`config.mk`:
```
export PLATFORM = sky130hd
export DESIGN_NAME = lz77_decoder
export DESIGN_NICKNAME = d
export VERILOG_FILES = /design/src/rtl/lz77_decoder.sv
export SDC_FILE = /design/constraint.sdc
export NUM_CORES = 1
export LEC_CHECK = 0
export ABC_AREA = 1
export CORE_MARGIN = 5
export CORE_UTILIZATION = 66
export CTS_BUF_LIST = sky130_fd_sc_hd__clkbuf_8
export DETAILED_ROUTE_END_ITERATION = 7
export PLACE_DENSITY = 0.95
export SLEW_MARGIN = 20
export SYNTH_ARGS = -nofsm -noshare
export SYNTH_HDL_FRONTEND = slang
export SYNTH_SLANG_ARGS = --single-unit
```
`constraint.sdc`:
```
create_clock -name clk -period 4.3 [get_ports clk]
set_input_delay 1.29 -clock clk [delete_from_list [all_inputs] [get_ports clk]]
set_output_delay 1.29 -clock clk [all_outputs]
set_load 0.01 [all_outputs]
```
`src/rtl/lz77_decoder.sv`:
```
// LZ77 decoder: replays (offset, len, literal) triples from a shifting search buffer of
// recently emitted characters, then emits the literal; stops on the end-of-string literal.
module lz77_decoder #(
  parameter int unsigned     DICT_DEPTH = 9,
  parameter int unsigned     OFF_W      = 4,
  parameter int unsigned     LEN_W      = 3,
  parameter int unsigned     CHAR_W     = 8,
  parameter logic [CHAR_W-1:0] END_CHAR = 8'h24
) (
  input  logic              clk,
  input  logic              reset,
  input  logic              in_valid,
  output logic              in_ready,
  input  logic [OFF_W-1:0]  in_offset,
  input  logic [LEN_W-1:0]  in_len,
  input  logic [CHAR_W-1:0] in_char,
  output logic              out_valid,
  input  logic              out_ready,
  output logic [CHAR_W-1:0] out_char,
  output logic              finish,
  output logic              err
);

  localparam logic [1:0] IDLE = 2'd0;
  localparam logic [1:0] COPY = 2'd1;
  localparam logic [1:0] LIT  = 2'd2;
  localparam logic [1:0] DONE = 2'd3;

  localparam logic [OFF_W-1:0] MAX_OFF = OFF_W'(DICT_DEPTH - 1);

  logic [1:0]        state_q, state_d;
  logic [OFF_W-1:0]  src_q, src_d;
  logic [LEN_W-1:0]  len_q, len_d;
  logic [LEN_W-1:0]  cnt_q, cnt_d;
  logic [CHAR_W-1:0] lit_q, lit_d;
  logic              err_q, err_d;
  logic [CHAR_W-1:0] dict_q [DICT_DEPTH];
  logic [CHAR_W-1:0] dict_d [DICT_DEPTH];
  logic              shift;
  logic              lit_is_end;

  assign lit_is_end = (lit_q == END_CHAR);

  always_comb begin
    in_ready  = (state_q == IDLE);
    out_valid = (state_q == COPY) || ((state_q == LIT) && !lit_is_end);
    finish    = (state_q == DONE);
    err       = err_q;
    out_char  = '0;
    if (state_q == COPY) begin
      out_char = dict_q[src_q];
    end else if ((state_q == LIT) && !lit_is_end) begin
      out_char = lit_q;
    end
  end

  always_comb begin
    state_d = state_q;
    src_d   = src_q;
    len_d   = len_q;
    cnt_d   = cnt_q;
    lit_d   = lit_q;
    err_d   = err_q;
    dict_d  = dict_q;
    shift   = 1'b0;
    case (state_q)
      IDLE: begin
        if (in_valid) begin
          // Out-of-range offsets are clamped to the oldest entry and flagged.
          src_d   = (in_offset > MAX_OFF) ? MAX_OFF : in_offset;
          len_d   = in_len;
          lit_d   = in_char;
          cnt_d   = '0;
          err_d   = err_q | (in_offset > MAX_OFF);
          state_d = (in_len != '0) ? COPY : LIT;
        end
      end
      COPY: begin
        if (out_ready) begin
          shift = 1'b1;
          cnt_d = cnt_q + LEN_W'(1);
          if (cnt_q == len_q - LEN_W'(1)) begin
            state_d = LIT;
          end
        end
      end
      LIT: begin
        // The end literal is swallowed: never emitted, never stored.
        if (lit_is_end) begin
          state_d = DONE;
        end else if (out_ready) begin
          shift   = 1'b1;
          state_d = IDLE;
        end
      end
      default: ;
    endcase
    if (shift) begin
      dict_d[0] = out_char;
      for (int i = 1; i < DICT_DEPTH; i++) begin
        dict_d[i] = dict_q[i-1];
      end
    end
  end

  always_ff @(posedge clk) begin
    if (reset) begin
      state_q <= IDLE;
      src_q   <= '0;
      len_q   <= '0;
      cnt_q   <= '0;
      lit_q   <= '0;
      err_q   <= 1'b0;
      for (int i = 0; i < DICT_DEPTH; i++) begin
        dict_q[i] <= '0;
      end
    end else begin
      state_q <= state_d;
      src_q   <= src_d;
      len_q   <= len_d;
      cnt_q   <= cnt_d;
      lit_q   <= lit_d;
      err_q   <= err_d;
      for (int i = 0; i < DICT_DEPTH; i++) begin
        dict_q[i] <= dict_d[i];
      end
    end
  end

endmodule

```
==> run summary, run 1 <==
Initial core utilization: 68.1%
WP data arrival: 2.65 ns
Gr usage total: 26.6%
Max_cap viols: 0
Initial antenna violation count: 0
Total CTS buffers: 9
GPL Wtd Cong: 0.868
Worst endpoint required time: 3.01 ns
Num ports: 31
Unrepaired setup endpoints after global routing: false
Cell variety after synth: 25
Post-cts sizing count: 0
CP Class: flip-flop to output port
Async SR Flop Fraction: 0%
Worst setup SP type: flip-flop
ANT nets after route: 0
Hold Crit Class: flip-flop to flip-flop
Worst-Margin Slew: 0.880 ns
Nets: 701
# hold bufs at CTS: 0
Syn nets: 693
Syn. warnings: 0
Vias: 4,395
Die H: 93.7 um
IO buf count: 30
Compound-gate portion of the synthesized area: 21.2%
DIE WIDTH: 93.7 um
Share of the cycle needed by the critical path after routing: 91.7%
Largest family of logic cells by synthesized area: simple AND/OR/NAND/NOR gates
CTS root buf: clkbuf_8
Syn Inst Count: 668
Slew margin rel.: 41.2%
Peak VDD IR: 0.000545 V
Mean Syn Cell Area: 6.92 um2
Die area: 8780 um2
Flops & latches, synth: 93
Synth top area share: 40.3%
Clk_lat worst skew: 0.36 ns
Core area: 6790 um2
Simple-gate share of the synthesized area: 23.4%
Mapped Area: 4620 um2
Detailed Route WL: 11,400 um
Launching point of the worst reg2reg path: state_q[0]
Final core area utilization: 74.9%
Clk sinks: 93
Number of synthesized flops with an enable pin: 0
Synth top area cells: dfxtp_1, nand2_1, inv_1
Setup Buffers After CTS: 0
Longest Clk Path Bufs: 2
Main synth FF type: dfxtp_1
Crit Path Max Fanout: 26
Antenna cells: 0
Reg2Reg Depth: 6
Wire length per cell: 14.6 um
Number of remaining DRC errors: 0
FMAX: 0.254 GHz
Skew final: 0.0110 ns
H-tree levels: 3
HPWL after DPL: 7210 um
Setup Viol. Count Final: 0
Adder-cell share of the synthesized area: 1.62%
Minimum clock period: 3.94 ns
Beginning of the worst hold path: dict_q[11]
Hold Path Stages: 2
Ratio of cells with drive above 1 in the final layout: 9.26%
Synth area leader: dfxtp_1
TritonRoute pass-1 iters: 6
First-pass GRT wire length: 18,800 um
Synth Area in XOR/XNOR: 0%
Mux contribution to synthesized area: 0%
PD cells: 630 nW/um2
Largest net degree at the start of global routing: 93
CTS clk-pin slew, worst paths: 0.08 ns
Vias in the first global route: 4,318
CP endpoint kind: output port
Layout fillers: 484
Drt initial violations: 398
Sequential area share after synthesis: 40.3%
Num rows: 30
Fin Setup TNS: 0 ns
Hold EP: dict_q[11]
Synth-to-Final Area Change: 10.0%
CTS tree: done
Leak: 2.17 nW
Slew Viols, Final: 0
FF-to-FF End: dict_q[70]
Fin. Hold Viols: 0
Vias per Instance: 5.66
R2R Setup Slk: 1.70 ns
Status: complete, no violations
Grt total ovfl: 0
==> placed cells by master, fill, tap and decap left out, drive strengths merged, types with 2 or more instances in the layout <==
master           n
nand2          147
inv            101
dfxtp           93
o21ai           90
a21oi           76
nand3           56
nor2            51
clkdlybuf4s50   30
clkbuf           9
ha               6
buf              6
a211oi           4
clkinv           4
bufinv           3
nor3             2
==> cells by family after synthesis <==
| group | after synthesis |
|---|---|
| flops | 93 |
| compound gates | 171 |
| simple gates | 257 |
| buf+inv | 141 |
| fa+ha+maj | 6 |
==> stage by stage <==
step                      instances  hold WS [ns]  setup WS (ns)  instance area (um2)  total power, mW
after global routing            776         0.489          0.132                 5090             3.41
after floorplan                 668         0.431           1.82                 4620             2.17
after CTS                       776         0.477          0.397                 5090             3.18
after global placement          761         0.444          0.915                 4860             2.43
final                           776         0.477          0.357                 5090             3.21
after detailed placement        761         0.462          0.881                 4860             2.49
==> worst max path at each step <==
stage,startpoint,end,slack (ns),depth (start not counted)
2_1_floorplan,state_q[1],out_char[2],1.82,8
3_3_place_gp,src_q[2],out_char[6],0.91,7
3_5_place_dp,src_q[2],out_char[6],0.88,7
4_1_cts,src_q[0],out_char[2],0.40,10
5_1_grt,src_q[0],out_char[2],0.13,10
6_report,src_q[0],out_char[2],0.36,10
==> critical path, cell delays in order, from the launching register on <==
cell and delay (ns):
dfxtp_1 0.34, inv_2 0.36, nand2_1 0.18, nor3_4 0.32, nand2_1 0.15, nand2_1 0.12
inv_1 0.08, nand2_1 0.09, nand2_1 0.08, inv_1 0.06, clkdlybuf4s50_1 0.52
==> power breakdown <==
| group | switching (mW) | internal, mW |
|---|---|---|
| clock network | 0.301 | 0.379 |
| logic | 0.868 | 0.493 |
| registers | 0.117 | 1.05 |
==> layout make-up <==
class                           count  area, um2  share of cell area [%]
Timing Repair Buffer               36        358                    7.03
Clock inverter                      6        104                    2.04
Sequential cell                    93       1860                    36.6
Tap cell                           96        120                    2.36
Clock buffer                        9        124                    2.43
Multi-Input combinational cell    434       2140                    42.0
Inverter                          102        383                    7.53
==> state kept, by name (all words and copies together), names as in the netlist <==
signal and count:
cnt_q 3, state_q 2, src_q 4, len_q 3, lit_q 8, err 1
dict_q 72
==> cells in the mapped netlist (3+ instances only) <==
library cell and instances:
buf_2 13, a211oi_1 4, nor2_1 49, ha_1 6
a21oi_2 30, inv_2 4, inv_1 96, buf_6 6
buf_4 5, o21ai_0 54, clkbuf_1 14, nand2_1 143
a21oi_1 46, dfxtp_1 93, o21ai_1 36, nand3_1 56
nand2_4 3
==> metal layers <==
layer / vias to the layer above / track usage [%] / wire length, um
li1: 2125 / - / -
met1: 1972 / 30.2 / 4370
met2: 224 / 45.8 / 5650
met3: 74 / 6.25 / 821
met4: 0 / 14.6 / 517
met5: - / 0 / 0
(Power assumes the default switching activity.)
==> inputs of run 2 (changes only) <==
Settings changed: CORE_UTILIZATION 66 to 63, CTS_BUF_LIST sky130_fd_sc_hd__clkbuf_8 to unset, PLACE_DENSITY 0.95 to 0.93.
==> run 2 against run 1 <==
Compared with the run above: sequential share of layout area rose by 0.14 points; flip-flop and latch count did not move; cell count rose by 0.26%; routed wire length fell by 2.8%; register-to-register slack got worse by 0.21 ns; clock power fell by 12%; critical path depth fell by 3; power fell by 2.8%; cell area fell by 0.37%; via count fell by 2.2%; critical endpoint is now out_char[4].
==> run summary, run 2 (synthesized netlist as in run 1, its figures left out) <==
Status: complete, no violations
Total chip power: 3.12 mW (-2.8%)
Register area: 1860 um2 (unchanged)
FMAX: 0.248 GHz (-2.2%)
Ratio of cells with drive above 1 in the final layout: 9.28% (+0.014 points)
Vias: 4,298 (-2.2%)
Footprint of the multi-input gates: 2140 um2 (unchanged)
Core area: 7210 um2 (+6.2%)
Setup Viol. Count Final: 0 (unchanged)
ANT nets after route: 0 (unchanged)
Vias in the first global route: 4,173 (-3.4%)
CTS tree: done
Nets: 699 (-0.29%)
Share of the cycle needed by the critical path after routing: 93.7% (+2.0 points)
Peak VDD IR: 0.000478 V (-12%)
Largest register FFs: 72 (unchanged)
Max_cap viols: 0 (unchanged)
Die area: 9150 um2 (+4.2%)
IO buf count: 30 (unchanged)
Wire length per cell: 14.2 um (-3.1%)
Power Internal: 1.84 mW (-4.2%)
Skew final: 0.0123 ns (+0.00126 ns)
CTS clk-pin slew, worst paths: 0.09 ns (about the same)
Psw: 1.28 mW (-0.74%)
Num ports: 31 (unchanged)
Logic pwr share: 43.4% (+0.9 points)
Clk pwr share: 19.3% (-1.9 points)
Gr usage total: 25.1% (-1.5 points)
Top Registers: dict_q (72), lit_q (8), src_q (4)
Hold Crit Class: flip-flop to flip-flop
Vias per Instance: 5.52 (-2.5%)
CTS root buf: clkbuf_8
Most common cell after layout, fill and taps aside: nand2_1
Flop pwr share: 37.3% (+1.0 points)
# hold bufs at CTS: 0 (unchanged)
Initial antenna violation count: 0 (unchanged)
Clk sinks: 93 (unchanged)
Highest-count cells in the layout ignoring fill and taps: nand2_1, inv_1, dfxtp_1
Layout fillers: 558 (+15%)
Num rows: 31 (+3.3%)
Met2 GRT Util: 44.1% (-1.6 points)
Grt total ovfl: 0 (unchanged)
Initial core utilization: 64.1% (-4.0 points)
Detailed Route WL: 11,000 um (-2.8%)
Largest net degree at the start of global routing: 66 (-29%)
HPWL after DPL: 7500 um (+4.0%)
Synth-to-Final Area Change: 9.60%
Post-cts sizing count: 0 (unchanged)
Most flops, register: dict_q
Worst-Margin Slew: 0.836 ns (-0.0446 ns)
Final instance area: 5070 um2 (-0.37%)
Fin. Hold Viols: 0 (unchanged)
GPL Wtd Cong: 0.872 (+0.46%)
First-pass GRT wire length: 18,200 um (-3.5%)
Slew Viols, Final: 0 (unchanged)
Fin Setup TNS: 0 ns (unchanged)
Drt initial violations: 293 (-26%)
Leak: 2.15 nW (-0.88%)
Worst endpoint required time: 3.01 ns (about the same)
TritonRoute pass-1 iters: 5 (-1)
Sw Share: 41.0% (+0.86 points)
Minimum clock period: 4.03 ns (+0.0877 ns)
Die H: 95.7 um (+2.1%)
Slew margin rel.: 44.2% (+3.0 points)
Setup Buffers After CTS: 0 (unchanged)
Met3 GRT Util: 6.55% (+0.30 points)
Met1 Usage GRT: 28.3% (-1.9 points)
PD cells: 615 nW/um2 (-2.5%)
WP data arrival: 2.74 ns (+0.09 ns)
Longest Clk Path Bufs: 2 (unchanged)
CP endpoint kind: output port
Total CTS buffers: 9 (unchanged)
CP Class: flip-flop to output port
Crit Path Max Fanout: 10 (-62%)
H-tree levels: 3 (unchanged)
Number of remaining DRC errors: 0 (unchanged)
GRT Max-Usage Layer: met2
Cell Area, Placed: 4860 um2 (about the same)
Clk_lat worst skew: 0.36 ns (about the same)
Antenna cells: 0 (unchanged)
Unrepaired setup endpoints after global routing: false
Worst setup SP type: flip-flop
DIE WIDTH: 95.7 um (+2.1%)
run 2: cell count changes in the layout (fill, tap and decap cells not counted), sizes merged:
cell	delta
buf	-2
bufinv	-2
clkbuf	+2
clkinvlp	+1
run 2: path summary, 6_finish.rpt:
kind	start	to	slack, ns	cells after the start
min	lit_q[6]	lit_q[6]	0.46	2
max reg2reg	state_q[1]	dict_q[59]	1.49	8
min reg2reg	lit_q[6]	lit_q[6]	0.46	2
max	src_q[2]	out_char[4]	0.27	7
run 2: layout make-up:
class                           count  area share [%]
Multi-Input combinational cell    434            42.2
Clock inverter                      5            1.11
Tap cell                           99            2.44
Timing Repair Buffer               34            7.01
Inverter                          102            7.55
Clock buffer                       11            2.99
Sequential cell                    93            36.7
run 2: worst max-delay path, cell delays in order, from the launching register on:
cell,delay [ns]
dfxtp_1,0.70
clkinv_1,0.52
nand3_1,0.23
nand3_1,0.13
nand2_1,0.11
nand2_1,0.08
inv_1,0.08
clkdlybuf4s50_1,0.54
run 2: per-layer routing:
layer | vias up | part of all wire, %
met4 | 0 | 3.4
met3 | 39 | 5.2
met2 | 159 | 51
met5 | - | 0
met1 | 1972 | 40
li1 | 2128 | -
run 2: metrics by stage:
stage / util [%] / cells / setup slack, ns / hold slack, ns
after floorplan: - / 668 / 1.82 / 0.431
final: 70.3 / 778 / 0.269 / 0.464
after global placement: 67.4 / 762 / 0.860 / 0.446
after detailed placement: 67.4 / 762 / 0.798 / 0.452
after CTS: 70.3 / 778 / 0.361 / 0.465
after global routing: 70.3 / 778 / 0.201 / 0.488
run 2: power by group through the flow:
stage | sequential (mW) | clock, mW | combinational (mW)
finish | 1.16 | 0.601 | 1.35
global route | 1.18 | 0.650 | 1.52
CTS | 1.16 | 0.606 | 1.34
detailed placement | 1.18 | 0 | 1.33
global placement | 1.17 | 0 | 1.27
floorplan | 1.14 | 0 | 1.03
==> inputs of run 3 (changes only) <==
Settings changed: CORE_ASPECT_RATIO set to 2.
==> run 3 against run 2 <==
Compared with the run above: clock power rose by 36%; sequential power about the same; cell count fell by 0.77%; register-to-register slack improved by 0.05 ns; critical endpoint is now out_char[2]; largest cell class unchanged; via count increased by 1.8%; critical path type unchanged; global-route usage up 0.92 points; first-iteration DRC count grew 41%; maximum frequency rose by 4.5%; critical path depth unchanged; power up 7.8%; core utilization is 1.3 points higher; setup slack better by 0.17 ns.
==> run summary, run 3 (synthesized netlist as in run 1, its figures left out) <==
Status: complete, no violations
Setup Viol. Count Final: 0 (unchanged)
Unrepaired setup endpoints after global routing: false
R2R Setup Slk: 1.54 ns (+0.05 ns)
Top cell by count, worst path: inv_1
Num ports: 31 (unchanged)
Worst-Margin Slew: 0.872 ns (+0.0366 ns)
Core area: 7210 um2 (about the same)
Initial antenna violation count: 0 (unchanged)
First-pass GRT wire length: 19,400 um (+6.5%)
Reg2Reg Depth: 7 (-1)
Top Registers: dict_q (72), lit_q (8), src_q (4)
TritonRoute pass-1 iters: 5 (unchanged)
Crit Path Max Fanout: 15 (+5)
Beginning of the worst hold path: lit_q[6]
Largest net degree at the start of global routing: 92 (+39%)
PD cells: 650 nW/um2 (+5.8%)
Hold Path Stages: 2 (unchanged)
Die area: 9260 um2 (+1.1%)
Drt initial violations: 412 (+41%)
Vias in the first global route: 4,195 (+0.53%)
Slew Viols, Final: 0 (unchanged)
Setup Buffers After CTS: 0 (unchanged)
Num rows: 44 (+42%)
Die H: 131 um (+37%)
Total CTS buffers: 9 (unchanged)
CTS root buf: clkbuf_16
Leak: 2.20 nW (+1.9%)
Wire length per cell: 15.3 um (+7.6%)
Pre-CTS setup slack: 0.529 ns (-0.270 ns)
Nets: 700 (+0.14%)
Max_cap viols: 0 (unchanged)
Ratio of cells with drive above 1 in the final layout: 9.71% (+0.43 points)
Number of remaining DRC errors: 0 (unchanged)
Final worst slack: 0.442 ns (+0.172 ns)
Fin Setup TNS: 0 ns (unchanged)
Largest register FFs: 72 (unchanged)
Most flops, register: dict_q
Gr usage total: 26.0% (+0.92 points)
Master of the slowest instance on the critical path: ha_1
IO buf count: 30 (unchanged)
Initial core utilization: 64.1% (about the same)
Minimum clock period: 3.86 ns (-0.172 ns)
Final core area utilization: 71.6% (+1.3 points)
Longest Clk Path Bufs: 2 (unchanged)
Highest-count cells in the layout ignoring fill and taps: nand2_1, inv_1, dfxtp_1
CP top delay family: buffers and inverters
Launching point of the worst reg2reg path: state_q[1]
Cell Area, Placed: 4850 um2 (-0.28%)
Most common cell after layout, fill and taps aside: nand2_1
Vias per Instance: 5.67 (+2.6%)
DIE WIDTH: 70.6 um (-26%)
HPWL after DPL: 7880 um (+5.0%)
Slew margin rel.: 41.8% (-2.4 points)
Hold Crit Class: flip-flop to flip-flop
WP data arrival: 2.57 ns (-0.17 ns)
Worst endpoint required time: 3.01 ns (about the same)
Final instance area: 5160 um2 (+1.9%)
Crit path cell chain: inv_1 -> ha_1 -> inv_2 -> o21ai_0 -> nand2_1 -> inv_1 -> clkdlybuf4s50_1
Share of the cycle needed by the critical path after routing: 89.7% (-4.0 points)
CTS tree: done
Clk_lat worst skew: 0.35 ns (about the same)
H-tree levels: 3 (unchanged)
Antenna cells: 0 (unchanged)
CP bufs+invs: 4 (+1)
ANT nets after route: 0 (unchanged)
Crit path largest cell delay: 0.58 ns (-0.12 ns)
Synth-to-Final Area Change: 11.7%
Peak VDD IR: 0.000485 V (+1.4%)
Skew final: 0.00960 ns (-0.00269 ns)
Fin. Hold Viols: 0 (unchanged)
CP endpoint kind: output port
CTS clk-pin slew, worst paths: 0.07 ns (-0.02 ns)
Grt total ovfl: 0 (unchanged)
Clk sinks: 93 (unchanged)
FMAX: 0.259 GHz (+4.5%)
Hold EP: lit_q[6]
Worst setup SP type: flip-flop
FF-to-FF End: dict_q[64]
GPL Wtd Cong: 0.940 (+7.8%)
CP Class: flip-flop to output port
Vias: 4,375 (+1.8%)
Detailed Route WL: 11,800 um (+6.7%)
run 3: final cells by class:
class | count | area, um2
clock buffer | 11 | 253
clock inverter | 5 | 58.8
multi-input combinational | 434 | 2140
inverter | 102 | 387
sequential | 93 | 1860
tap | 92 | 115
timing repair buffer | 35 | 350
fill | 559 | 2050
run 3: worst max path at each step:
stage | startpoint | end | cells past startpoint
detailed placement | src_q[1] | out_char[2] | 8
CTS | src_q[1] | out_char[2] | 8
global placement | src_q[1] | out_char[3] | 8
finish | state_q[1] | out_char[2] | 7
floorplan | state_q[1] | out_char[2] | 8
global route | src_q[0] | out_char[1] | 10
run 3: worst reg2reg max path, delay by kind of cell, from the launching register on:
| kind | cells | cell delay [ns] |
|---|---|---|
| buf+inv | 3 | 1.08 |
| fa+ha+maj | 1 | 0.58 |
| simple gates | 2 | 0.38 |
| flops | 1 | 0.34 |
| compound gates | 1 | 0.22 |
run 3: what timing repair did:
item	4_1_cts	5_1_grt
hold buffers	0	0
setup endpoints to repair	0	8
gates resized for setup	0	2
hold endpoints to repair	0	0
run 3: where the power goes:
part	switching, mW	internal, mW	total [mW]
clock	0.338	0.482	0.820
combinational	0.877	0.489	1.37
sequential	0.125	1.05	1.17
run 3: layer usage:
metal | GRT usage [%] | up-vias | wire (um)
li1 | - | 2132 | -
met1 | 28.0 | 1983 | 4270
met2 | 43.3 | 197 | 5990
met3 | 7.19 | 63 | 733
met4 | 17.8 | 0 | 795
met5 | 0 | - | 0
run 3: stage by stage:
stage / hold WS (ns) / std cells / power [mW]
finish: 0.468 / 772 / 3.36
global route: 0.495 / 772 / 3.57
CTS: 0.469 / 772 / 3.34
detailed placement: 0.460 / 756 / 2.51
global placement: 0.452 / 756 / 2.46
floorplan: 0.431 / 668 / 2.17
